--- src/rtl/v_issue_seq_pkg.sv ---
// v_issue_seq_pkg: shared vector types, decode constants and element-size lookup
package v_issue_seq_pkg;
  localparam int VLEN = 512;
  localparam int DATA_W = 64;
  localparam int VL_W = 7;
  localparam int BEAT_W = 3;
  typedef enum logic [1:0] {UNIT_ALU, UNIT_RED, UNIT_SLDU, UNIT_LSU} unit_e;
  typedef enum logic {IDLE, ISSUE} state_e;
  typedef enum logic [1:0] {SEW8, SEW16, SEW32, SEW64} vsew_e;
  typedef enum logic [6:0] {
    OP_LOAD_FP  = 7'b0000111,
    OP_STORE_FP = 7'b0100111,
    OP_V        = 7'b1010111
  } opcode_e;
  typedef enum logic [2:0] {
    OPI_VV, OPF_VV, OPM_VV, OPI_VI, OPI_VX, OPF_VF, OPM_VX, OPC_CFG
  } funct3_e;
  typedef enum logic [5:0] {
    F6_VADD   = 6'b000000, F6_VSUB  = 6'b000010, F6_VMIN  = 6'b000101,
    F6_VMAX   = 6'b000111, F6_VAND  = 6'b001001, F6_VOR   = 6'b001010,
    F6_VXOR   = 6'b001011, F6_VSLL  = 6'b100101, F6_VSRL  = 6'b101000,
    F6_VSRA   = 6'b101001, F6_VMERGE = 6'b010111, F6_VMSEQ = 6'b011000,
    F6_VMSNE  = 6'b011001, F6_VMSLT = 6'b011011, F6_VMSLE = 6'b011101,
    F6_VMSGT  = 6'b011111
  } funct6_alu_e;
  typedef enum logic [5:0] {F6_VREDSUM = 6'b000000, F6_VREDMAX = 6'b000111} funct6_red_e;
  typedef enum logic [5:0] {
    F6_VSLIDEUP = 6'b001110, F6_VSLIDEDOWN = 6'b001111,
    F6_VSLIDE_X2E = 6'b101110, F6_VSLIDE_X2F = 6'b101111
  } funct6_sldu_e;
  function automatic logic [2:0] esz(input logic [1:0] vsew);
    return vsew == SEW8 ? 3'd1 : vsew == SEW16 ? 3'd2 : vsew == SEW32 ? 3'd4 : 3'd0;
  endfunction
endpackage

--- src/rtl/v_issue_decode.sv ---
// v_issue_decode: combinational legality check and execution-unit classification
module v_issue_decode
  import v_issue_seq_pkg::*;
(
  input  logic [6:0] opcode_i,
  input  logic [2:0] funct3_i,
  input  logic [5:0] funct6_i,
  input  logic [1:0] vsew_i,
  output logic       legal_o,
  output unit_e      unit_o
);
  logic w_ls, w_v, w_red, w_sldu, w_alu;
  always_comb begin
    w_ls   = opcode_i inside {OP_LOAD_FP, OP_STORE_FP};
    w_v    = opcode_i == OP_V;
    w_red  = w_v && funct3_i == OPM_VV && funct6_i inside {F6_VREDSUM, F6_VREDMAX};
    w_sldu = w_v && funct3_i inside {OPI_VX, OPI_VI, OPM_VX} &&
             funct6_i inside {F6_VSLIDEUP, F6_VSLIDEDOWN, F6_VSLIDE_X2E, F6_VSLIDE_X2F};
    w_alu  = w_v && funct3_i inside {OPI_VV, OPI_VX, OPI_VI} &&
             funct6_i inside {F6_VADD, F6_VSUB, F6_VMIN, F6_VMAX, F6_VAND, F6_VOR, F6_VXOR,
                              F6_VSLL, F6_VSRL, F6_VSRA, F6_VMERGE, F6_VMSEQ, F6_VMSNE,
                              F6_VMSLT, F6_VMSLE, F6_VMSGT};
    legal_o = vsew_i != SEW64 && (w_ls || w_red || w_sldu || w_alu);
    unit_o  = w_ls ? UNIT_LSU : w_red ? UNIT_RED : w_sldu ? UNIT_SLDU : UNIT_ALU;
  end
endmodule

--- src/rtl/v_issue_seq.sv ---
// v_issue_seq: splits one vector instruction into byte-enabled DATA_W beats for its execution unit
module v_issue_seq
  import v_issue_seq_pkg::*;
#(
  parameter int VLEN_P   = VLEN,
  parameter int DATA_W_P = DATA_W,
  parameter int VL_W_P   = VL_W,
  parameter int BEAT_W_P = BEAT_W
) (
  input  logic                    clk,
  input  logic                    nrst,
  input  logic [31:0]             instr_i,
  input  logic                    instr_valid_i,
  output logic                    instr_ready_o,
  input  logic [31:0]             rs1_data_i,
  input  logic [VL_W_P-1:0]       vl_i,
  input  logic [1:0]              vsew_i,
  output logic                    uop_valid_o,
  input  logic                    uop_ready_i,
  output logic [1:0]              uop_unit_o,
  output logic [5:0]              uop_funct6_o,
  output logic [2:0]              uop_funct3_o,
  output logic [4:0]              uop_vd_o,
  output logic [4:0]              uop_vs1_o,
  output logic [4:0]              uop_vs2_o,
  output logic                    uop_vm_o,
  output logic [1:0]              uop_sew_o,
  output logic [31:0]             uop_scalar_o,
  output logic [BEAT_W_P-1:0]     uop_beat_o,
  output logic                    uop_first_o,
  output logic                    uop_last_o,
  output logic [DATA_W_P/8-1:0]   uop_byte_en_o,
  output logic                    busy_o,
  output logic                    done_o,
  output logic                    illegal_o
);
  localparam int BYTES = DATA_W_P / 8;
  localparam int VBYTES = VLEN_P / 8;
  localparam int TW = $clog2(VBYTES + 1);
  localparam int PW = VL_W_P + 3;
  state_e r_state, w_next;
  unit_e r_unit, w_unit;
  logic w_legal, w_accept, w_go, w_issue, w_last, w_fin, w_step;
  logic [PW-1:0] w_prod;
  logic [TW-1:0] w_total, r_rem;
  logic [31:0] w_scalar, r_scalar;
  logic [5:0] r_f6;
  logic [2:0] r_f3;
  logic [4:0] r_vd, r_vs1, r_vs2;
  logic [1:0] r_sew;
  logic [BEAT_W_P-1:0] r_beat;
  logic r_vm, r_done, r_illegal;
  v_issue_decode u_dec (
    .opcode_i (instr_i[6:0]),
    .funct3_i (instr_i[14:12]),
    .funct6_i (instr_i[31:26]),
    .vsew_i   (vsew_i),
    .legal_o  (w_legal),
    .unit_o   (w_unit)
  );
  // r_rem counts bytes still to issue, so the tail mask and last flag need no beat-count divide
  always_comb begin
    w_prod   = PW'(vl_i) * PW'(esz(vsew_i));
    w_total  = w_prod > PW'(VBYTES) ? TW'(VBYTES) : w_prod[TW-1:0];
    w_scalar = (instr_i[6:0] == OP_V && instr_i[14:12] == OPI_VI) ?
               {{27{instr_i[19]}}, instr_i[19:15]} : rs1_data_i;
    w_issue  = r_state == ISSUE;
    w_accept = instr_valid_i && !w_issue;
    w_go     = w_accept && w_legal && w_total != '0;
    w_last   = r_rem <= TW'(BYTES);
    w_fin    = w_issue && uop_ready_i && w_last;
    w_step   = w_issue && uop_ready_i && !w_last;
    w_next   = w_issue ? (w_fin ? IDLE : ISSUE) : (w_go ? ISSUE : IDLE);
  end
  always_ff @(posedge clk or negedge nrst) begin
    if (!nrst) begin
      r_state   <= IDLE;
      r_unit    <= UNIT_ALU;
      r_f6      <= '0;
      r_f3      <= '0;
      r_vd      <= '0;
      r_vs1     <= '0;
      r_vs2     <= '0;
      r_vm      <= 1'b0;
      r_sew     <= '0;
      r_scalar  <= '0;
      r_beat    <= '0;
      r_rem     <= '0;
      r_done    <= 1'b0;
      r_illegal <= 1'b0;
    end else begin
      r_state   <= w_next;
      r_done    <= (w_accept && w_legal && w_total == '0) || w_fin;
      r_illegal <= w_accept && !w_legal;
      if (w_go) begin
        r_unit   <= w_unit;
        r_f6     <= instr_i[31:26];
        r_f3     <= instr_i[14:12];
        r_vd     <= instr_i[11:7];
        r_vs1    <= instr_i[19:15];
        r_vs2    <= instr_i[24:20];
        r_vm     <= instr_i[25];
        r_sew    <= vsew_i;
        r_scalar <= w_scalar;
        r_beat   <= '0;
        r_rem    <= w_total;
      end else if (w_step) begin
        r_beat <= r_beat + BEAT_W_P'(1);
        r_rem  <= r_rem - TW'(BYTES);
      end
    end
  end
  assign instr_ready_o = !w_issue;
  assign busy_o        = w_issue;
  assign uop_valid_o   = w_issue;
  assign done_o        = r_done;
  assign illegal_o     = r_illegal;
  assign uop_unit_o    = r_unit;
  assign uop_funct6_o  = r_f6;
  assign uop_funct3_o  = r_f3;
  assign uop_vd_o      = r_vd;
  assign uop_vs1_o     = r_vs1;
  assign uop_vs2_o     = r_vs2;
  assign uop_vm_o      = r_vm;
  assign uop_sew_o     = r_sew;
  assign uop_scalar_o  = r_scalar;
  assign uop_beat_o    = r_beat;
  assign uop_first_o   = w_issue && r_beat == '0;
  assign uop_last_o    = w_issue && w_last;
  assign uop_byte_en_o = !w_issue ? '0 :
                         r_rem >= TW'(BYTES) ? '1 : ~({BYTES{1'b1}} << r_rem[$clog2(BYTES)-1:0]);
endmodule

--- config.mk ---
export PLATFORM = sky130hd
export DESIGN_NAME = v_issue_seq
export DESIGN_NICKNAME = d
export VERILOG_FILES = /design/src/rtl/v_issue_seq_pkg.sv /design/src/rtl/v_issue_decode.sv /design/src/rtl/v_issue_seq.sv
export SDC_FILE = /design/constraint.sdc
export NUM_CORES = 1
export LEC_CHECK = 0
export CORE_ASPECT_RATIO = 2
export CORE_MARGIN = 4
export CORE_UTILIZATION = 49
export CTS_CLUSTER_SIZE = 40
export DETAILED_ROUTE_END_ITERATION = 10
export GPL_TIMING_DRIVEN = 0
export MAX_ROUTING_LAYER = met4
export PLACE_DENSITY_LB_ADDON = 0.3
export SETUP_SLACK_MARGIN = 0.3
export SKIP_LAST_GASP = 1
export SYNTH_ARGS = -nofsm -noshare
export SYNTH_HDL_FRONTEND = slang
export SYNTH_HIERARCHICAL = 1
export SYNTH_SLANG_ARGS = --single-unit
export TNS_END_PERCENT = 100
--- constraint.sdc ---
create_clock -name clk -period 2.93 [get_ports clk]
set_input_delay 0.586 -clock clk [delete_from_list [all_inputs] [get_ports clk]]
set_output_delay 0.586 -clock clk [all_outputs]
set_load 0.02 [all_outputs]
* Word level (Yosys, flattened, before mapping) *
Cells that the tools add are included.

cells by class
  bitwise operators = 1
  equal/unequal tests = 29
  shift operators = 1
  reductions and logical operators = 38
  order comparisons = 3
  muxes and demuxes = 17
  multipliers = 1
  add/sub/neg operators = 2

operators by type and width
  operator                                                                             number
  6-bit by 5-bit equality test with 1-bit output, second input constant                6
  32-bit 2-to-1 mux                                                                    1
  6-bit by 4-bit equality test with 1-bit output, second input constant                5
  6-bit equality test, second input constant                                           5
  7-bit 2-to-1 mux                                                                     3
  1-bit logical AND                                                                    18
  8-bit 2-to-1 mux                                                                     2
  16-bit nonzero test                                                                  1
  3-bit 2-to-1 mux                                                                     5
  6-bit by 3-bit equality test with 1-bit output, second input constant                2
  10-bit by 7-bit greater-than comparator with 1-bit output, second input constant     1
  7-bit by 3-bit multiplier with 10-bit output                                         1
  8-bit inverter                                                                       1
  8-bit by 3-bit left shift with 8-bit output, first input constant                    1
  7-bit by 3-bit equality test with 1-bit output, second input constant                1
  7-bit by 6-bit equality test with 1-bit output, second input constant                1
  7-bit equality test, second input constant                                           1
  7-bit by 4-bit greater-or-equal comparator with 1-bit output, second input constant  1
  7-bit by 4-bit less-or-equal comparator with 1-bit output, second input constant     1
  7-bit logical NOT                                                                    1
  7-bit nonzero test                                                                   1
  7-bit by 4-bit subtractor with 7-bit output, second input constant                   1
  3-bit by 2-bit equality test with 1-bit output, second input constant                2
  3-bit equality test, second input constant                                           2
  15 further kinds                                                                     28

storage, ports and cells
  output and inout port bits = 79
  bits in registers = 74

* Depth between registers and ports, before layout *
  word-level depth = 11
  mapped depth = 13
  depth with buffers taken out = 11

* By module *
Netlist, hierarchy kept.

by module, submodules not included
  module          sequential area each (um^2)  times used  area an instance (um^2)  cells each
  v_issue_seq     1851.8                       1           4146.5                   366
  v_issue_decode  0.0                          1           197.7                    36

* Worst setup path after synthesis *
No wires, ideal clock.

  path kind = input port to flip-flop
  start = in vsew_i[1]
  end = reg r_f6[0], in the netlist uop_funct6_o[0]
  slack = -0.688 ns
  required time = 2.802 ns
  stages on the path = 12
  data arrival time = 3.490 ns
  setup time = 0.128 ns
  path buffers = 2
  cell sequence = nor2b_1 > nand2_1 > fa_1 > inv_1 > ha_1 > and3_1 > or3_1 > a21o_1 > o31ai_4 > buf_6 > buf_12 > mux2_1

between the ends
  longest elaborated chain between the ends = 9
  elaborated cells on any way between the ends = 14
  those cells by class = 1 x mul; 1 x order compare; 3 x eq/ne; 4 x mux; 5 x reduce/logical

RTL lines
  what                                                       RTL line               source
  start: declaration                                         v_issue_seq.sv:17      input logic [1:0] vsew_i,
  2-bit equality test                                        v_issue_seq_pkg.sv:32  return vsew == SEW8 ? 3'd1 : vsew == SEW16 ? 3'd2 : vsew == SEW32 ? 3'd4 : 3'd0;
  3-bit 2-to-1 mux (3 in series)                             v_issue_seq_pkg.sv:32
  7-bit by 3-bit multiplier with 10-bit output               v_issue_seq.sv:63      w_prod = PW'(vl_i) * PW'(esz(vsew_i));
  10-bit by 7-bit greater-than comparator with 1-bit output  v_issue_seq.sv:64      w_total = w_prod > PW'(VBYTES) ? TW'(VBYTES) : w_prod[TW-1:0];
  7-bit 2-to-1 mux                                           v_issue_seq.sv:64
  7-bit nonzero test                                         v_issue_seq.sv:69      w_go = w_accept && w_legal && w_total != '0;
  1-bit logical AND *                                        v_issue_seq.sv:69
  end signal: assignment                                     v_issue_seq.sv:97      r_f6 <= instr_i[31:26];
  end: declaration                                           v_issue_seq.sv:47      logic [5:0] r_f6;

Every way passes the cells marked *; elsewhere a longest branch is shown, timed or not.
A chain may end at the register's enable or synchronous reset.

* Final worst setup path *
  start = in vsew_i[1]
  end = reg r_vs1[2], in the netlist uop_vs1_o[2]

between the ends
  longest elaborated chain between the ends = 9
  elaborated cells on any way between the ends = 14
  those cells by class = 1 x mul; 1 x order compare; 3 x eq/ne; 4 x mux; 5 x reduce/logical

RTL lines
  what                                                       RTL line               source
  2-bit equality test                                        v_issue_seq_pkg.sv:32
  3-bit 2-to-1 mux (3 in series)                             v_issue_seq_pkg.sv:32
  7-bit by 3-bit multiplier with 10-bit output               v_issue_seq.sv:63
  10-bit by 7-bit greater-than comparator with 1-bit output  v_issue_seq.sv:64
  7-bit 2-to-1 mux                                           v_issue_seq.sv:64
  7-bit nonzero test                                         v_issue_seq.sv:69
  1-bit logical AND *                                        v_issue_seq.sv:69
  end signal: assignment                                     v_issue_seq.sv:100     r_vs1 <= instr_i[19:15];
  end: declaration                                           v_issue_seq.sv:49      logic [4:0] r_vd, r_vs1, r_vs2;

Marked as above.

==> impl_results.html <==
<table>
<tr><th>Metric</th><th>Value</th></tr>
<tr><th colspan="2">Timing</th></tr>
<tr><td>Slew margin rel.</td><td>between 60% and 70%</td></tr>
<tr><td>Maximum frequency from static timing analysis</td><td>~290 MHz</td></tr>
<tr><td>Final count of pins violating max slew</td><td>0</td></tr>
<tr><td>Max Clock Skew</td><td>0.00492 ns</td></tr>
<tr><td>Worst-case setup margin in the final layout</td><td>-0.481 ns</td></tr>
<tr><td>WHS</td><td>0.149 ns</td></tr>
<tr><td>Period minus WS final</td><td>3.41 ns</td></tr>
<tr><td>Total count of hold-check failures in the final report</td><td>0</td></tr>
<tr><td>Slew @ Worst Pin</td><td>slightly below 0.6 ns</td></tr>
<tr><td>Setup repair after global routing missed its margin</td><td>yes</td></tr>
<tr><td>Endpoints failing setup</td><td>73</td></tr>
<tr><td>Fraction of the cycle the final worst path needs</td><td>116%</td></tr>
<tr><th colspan="2">Logic synthesis</th></tr>
<tr><td>Nets in the synthesized netlist</td><td>approximately 500</td></tr>
<tr><td>Number of enable flip-flop cells after synthesis</td><td>0</td></tr>
<tr><td>Count of unique library cells instantiated by Yosys</td><td>53</td></tr>
<tr><td>Top_reg_cell synth</td><td>sky130_fd_sc_hd__dfrtp_1</td></tr>
<tr><td>Ranking of synthesized cells by area</td><td>sky130_fd_sc_hd__dfrtp_1, sky130_fd_sc_hd__mux2_4, sky130_fd_sc_hd__mux2i_1</td></tr>
<tr><td>Yosys top cell area share</td><td>about 43%</td></tr>
<tr><td>Number of warnings reported in the yosys synthesis log</td><td>6</td></tr>
<tr><td>Sequential element share of the synthesized area</td><td>42.6%</td></tr>
<tr><td>Library cell with the largest summed area after synthesis</td><td>sky130_fd_sc_hd__dfrtp_1</td></tr>
<tr><td>Mean cell area of the mapped netlist</td><td>about 11 um2</td></tr>
<tr><td>Post-synthesis instance area</td><td>approximately 4300 um2</td></tr>
<tr><td>Share of synthesized flip-flops with an asynchronous set or reset</td><td>between 90% and 100%</td></tr>
<tr><td>#FFs+latches synth</td><td>74</td></tr>
<tr><td>Number of standard cells after synthesis</td><td>roughly 400</td></tr>
<tr><th colspan="2">Layout</th></tr>
<tr><td>Fraction of layout instances using a drive strength above 1</td><td>between 20% and 30%</td></tr>
<tr><td>Net count, final</td><td>roughly 690</td></tr>
<tr><td>Post-synthesis to final-layout area growth</td><td>58.7%</td></tr>
<tr><td>Antenna cells</td><td>0</td></tr>
<tr><td>Sequential standard cell area</td><td>between 1500 and 2000 um2</td></tr>
<tr><td>Total non-filler cell area in the finished layout</td><td>6900 um2</td></tr>
<tr><td>Total of fill cells in the finished design</td><td>555</td></tr>
<tr><td>Area taken by multi-input logic gates</td><td>roughly 2400 um2</td></tr>
<tr><th colspan="2">Placed design</th></tr>
<tr><td>Port Buffer Count</td><td>about 160</td></tr>
<tr><td>HPWL after detailed placement</td><td>around 9800 um</td></tr>
<tr><td>Placed Instance Area</td><td>6120 um2</td></tr>
<tr><td>Final estimated routing congestion in global placement</td><td>just over 0.8</td></tr>
<tr><th colspan="2">Clock network</th></tr>
<tr><td>Worst-skew pair later-pin latency</td><td>between 0.3 and 0.4 ns</td></tr>
<tr><td>CTS tree</td><td>yes</td></tr>
<tr><td>Clock transition time at the flip-flop clock pins of the worst setup and hold paths</td><td>roughly 0.060 ns</td></tr>
<tr><td>Quantity of hold-fixing buffers added after cts</td><td>0</td></tr>
<tr><td>Clock H-tree levels</td><td>3</td></tr>
<tr><td>Inserted Clock Buffers</td><td>9</td></tr>
<tr><td>Maximum buffer depth of the clock tree</td><td>2</td></tr>
<tr><td>CTS root buffer</td><td>sky130_fd_sc_hd__clkbuf_16</td></tr>
<tr><td>Clk sink count</td><td>74</td></tr>
<tr><th colspan="2">Critical path</th></tr>
<tr><td>Cell with the largest stage delay on the worst path</td><td>sky130_fd_sc_hd__fa_1</td></tr>
<tr><td>Kind of end point of the critical path</td><td>register</td></tr>
<tr><td>CP Cell Sequence</td><td>buf_12, nor2b_4, and2_4, fa_1, ha_2, inv_2, fa_2, xor2_2, nand4_1, a21o_1, o31ai_4, buf_6, buf_12, buf_12, mux2_4</td></tr>
<tr><td>Nature of the critical path startpoint</td><td>input port</td></tr>
<tr><td>Most repeated library cell on the critical path</td><td>sky130_fd_sc_hd__buf_12</td></tr>
<tr><td>Arr. time, crit path</td><td>between 3 and 4 ns</td></tr>
<tr><td>Peak per-stage delay on the critical path</td><td>0.50 ns</td></tr>
<tr><td>Required @ worst endpoint</td><td>~3.1 ns</td></tr>
<tr><td>Critical path peak fanout</td><td>6</td></tr>
<tr><td>Worst setup path category</td><td>in2reg</td></tr>
<tr><th colspan="2">Floorplanning</th></tr>
<tr><td>Die Span X</td><td>about 75 um</td></tr>
<tr><td>Total core area</td><td>just under 9000 um2</td></tr>
<tr><td>Number of top-level design ports</td><td>~160</td></tr>
<tr><td>DIE AREA</td><td>approximately 11000 um2</td></tr>
<tr><td>Initial core utilization</td><td>between 50% and 60%</td></tr>
<tr><td>Floorplan die height</td><td>~140 um</td></tr>
<tr><td>Core Rows</td><td>48</td></tr>
<tr><th colspan="2">Pwr</th></tr>
<tr><td>Leakage power figure</td><td>approximately 3.4 nW</td></tr>
<tr><td>Overall power of the completed layout</td><td>3.42 mW</td></tr>
<tr><td>Max IR drop VDD</td><td>about 0.34 mV</td></tr>
<tr><td>Power Dens Cells</td><td>496 nW/um2</td></tr>
<tr><th colspan="2">Detailed routing</th></tr>
<tr><td>Vias</td><td>between 3000 and 4000</td></tr>
<tr><td>TritonRoute pass-1 iters</td><td>5</td></tr>
<tr><td>Aggregate routed wire length</td><td>roughly 14000 um</td></tr>
<tr><td>DR DRC count</td><td>0</td></tr>
<tr><td>Initial drt markers</td><td>about 190</td></tr>
<tr><td>Average routed wire per standard cell</td><td>between 20 and 25 um</td></tr>
<tr><td>Remaining antenna violation count</td><td>0</td></tr>
<tr><td>Detailed-route vias per instance</td><td>approximately 5.6</td></tr>
<tr><th colspan="2">Global route</th></tr>
<tr><td>First-pass GRT wire length</td><td>approximately 22000 um</td></tr>
<tr><td>Number of antenna violations at the first check in global routing</td><td>0</td></tr>
<tr><td>Total global-route track usage</td><td>around 28%</td></tr>
<tr><td>Total global routing overflow</td><td>0</td></tr>
<tr><td>Pin count of the biggest net entering global routing</td><td>54</td></tr>
<tr><td>Vias in the first global route</td><td>around 4200</td></tr>
<tr><th colspan="2">Hold path</th></tr>
<tr><td>Worst Hold Class</td><td>in2async</td></tr>
<tr><th colspan="2">Job</th></tr>
<tr><td>Number of maximum-capacitance constraint violations</td><td>0</td></tr>
<tr><th colspan="2">Status</th></tr>
<tr><td>Violations in the final reports</td><td>negative setup slack</td></tr>
<tr><td>Result of the run</td><td>complete, but fails checks</td></tr>
</table>
==> state kept, by name (all words and copies together), names as in the netlist <==
signal and cells:
uop_sew_o 2, uop_unit_o 2, uop_funct6_o 6, uop_vs2_o 5, uop_vm_o 1, uop_beat_o 3, uop_vd_o 5, uop_vs1_o 5
done_o 1, busy_o 1, uop_funct3_o 3, r_rem 7, uop_scalar_o 32, illegal_o 1
==> final cells by class <==
cell class                      count  area share (%)
Clock inverter                      5            1.14
Clock buffer                       11            3.38
Inverter                           51            2.78
Tap cell                          100            1.81
Sequential cell                    74            26.9
Multi-Input combinational cell    259            34.2
Timing Repair Buffer              181            27.1
Buffer                             18            2.76
==> path summary, 6_finish.rpt <==
kind	to	startpoint	depth (start not counted)	slack [ns]
max	uop_vs1_o[2]$_DFFE_PN0P_	vsew_i[1]	15	-0.48
min	uop_scalar_o[12]$_DFFE_PN0P_	nrst	1	0.15
max reg2reg	uop_beat_o[1]$_DFFE_PN0P_	r_rem[3]$_DFFE_PN0P_	7	0.79
min reg2reg	uop_vd_o[2]$_DFFE_PN0P_	uop_vd_o[2]$_DFFE_PN0P_	1	0.51
max in group asynchronous	uop_funct6_o[0]$_DFFE_PN0P_	nrst	2	2.20
min in group clk	uop_vd_o[2]$_DFFE_PN0P_	uop_vd_o[2]$_DFFE_PN0P_	1	0.51
==> kinds of logic (layout without fill, tap and decap cells) <==
logic type                 count (synthesis)  count (layout)  share of synthesized area, %
and+or+nand+nor                           88              88                          10.8
DFF                                       74              74                          42.6
buffers and inverters                     69             266                          8.24
adders and majority gates                 18              18                          6.22
muxes                                     66              66                          18.9
AOI/OAI and AO/OA                         80              80                          11.8
xor gates and xnor gates                   7               7                          1.41
==> metal layers <==
layer	track usage, %	share of wire (%)
met2	52.0	57
met3	3.93	4.8
met5	-	0
met4	13.5	5.0
met1	28.2	33
==> synthesized netlist by cell type, types with 5 or more instances <==
library cell	number
sky130_fd_sc_hd__fa_1	6
sky130_fd_sc_hd__mux2_2	6
sky130_fd_sc_hd__dfrtp_1	74
sky130_fd_sc_hd__o2111ai_1	5
sky130_fd_sc_hd__nor2_1	17
sky130_fd_sc_hd__inv_1	50
sky130_fd_sc_hd__ha_1	12
sky130_fd_sc_hd__nor2b_1	5
sky130_fd_sc_hd__clkbuf_1	6
sky130_fd_sc_hd__a21oi_1	39
sky130_fd_sc_hd__nand2_1	25
sky130_fd_sc_hd__xnor2_1	5
sky130_fd_sc_hd__o21ai_0	11
sky130_fd_sc_hd__mux2i_1	28
sky130_fd_sc_hd__mux2_4	30
sky130_fd_sc_hd__and2_1	13
==> metrics by stage <==
step	worst slack [ns]	utilization, %	setup TNS [ns]	instances
floorplan	-0.504	-	-29.46	402
global placement	-1.45	70.4	-191.66	657
detailed placement	-1.55	70.7	-106.34	658
global route	-0.559	79.7	-34.41	699
finish	-0.481	79.7	-28.21	699
CTS	-0.441	79.0	-25.93	696
==> timing repair <==
action	in CTS	in global routing
endpoints found under the setup margin	83	82
pin swaps	13	7
endpoints found under the hold margin	0	0
resized for setup	79	27
buffers inserted	19	2
gates cloned	3	1
==> power by group <==
part	switching (mW)	internal, mW	total (mW)
logic	0.485	0.532	1.02
registers	0.0842	1.14	1.23
clock network	0.429	0.745	1.17
==> critical path, delay by kind of cell <==
kind,cells,cell delay (ns)
AOI/OAI and AO/OA,2,0.44
adders and majority gates,3,1.06
xor gates and xnor gates,1,0.21
muxes,1,0.31
buffers and inverters,5,0.58
and+or+nand+nor,3,0.42
==> placed cells by master (no fill, tap or decap), types with 4 or more instances in the layout <==
cell type	n
sky130_fd_sc_hd__dlygate4sd2_1	5
sky130_fd_sc_hd__mux2_2	6
sky130_fd_sc_hd__xnor2_1	4
sky130_fd_sc_hd__and2_1	9
sky130_fd_sc_hd__fa_1	5
sky130_fd_sc_hd__a211oi_1	4
sky130_fd_sc_hd__mux2i_1	23
sky130_fd_sc_hd__buf_6	9
sky130_fd_sc_hd__nand2_2	4
sky130_fd_sc_hd__o21ai_0	10
sky130_fd_sc_hd__clkdlybuf4s50_1	135
sky130_fd_sc_hd__buf_2	5
sky130_fd_sc_hd__o2bb2ai_1	4
sky130_fd_sc_hd__clkbuf_16	10
sky130_fd_sc_hd__mux2_4	32
sky130_fd_sc_hd__ha_1	7
sky130_fd_sc_hd__nor2_1	16
sky130_fd_sc_hd__o2111ai_1	5
sky130_fd_sc_hd__nand2_1	21
sky130_fd_sc_hd__clkbuf_1	6
sky130_fd_sc_hd__a21oi_1	37
sky130_fd_sc_hd__clkbuf_2	10
sky130_fd_sc_hd__buf_4	13
sky130_fd_sc_hd__buf_16	4
sky130_fd_sc_hd__inv_1	49
sky130_fd_sc_hd__and2_4	4
sky130_fd_sc_hd__buf_12	10
sky130_fd_sc_hd__dfrtp_1	73
Note: power is estimated with default switching activity, not from simulation.
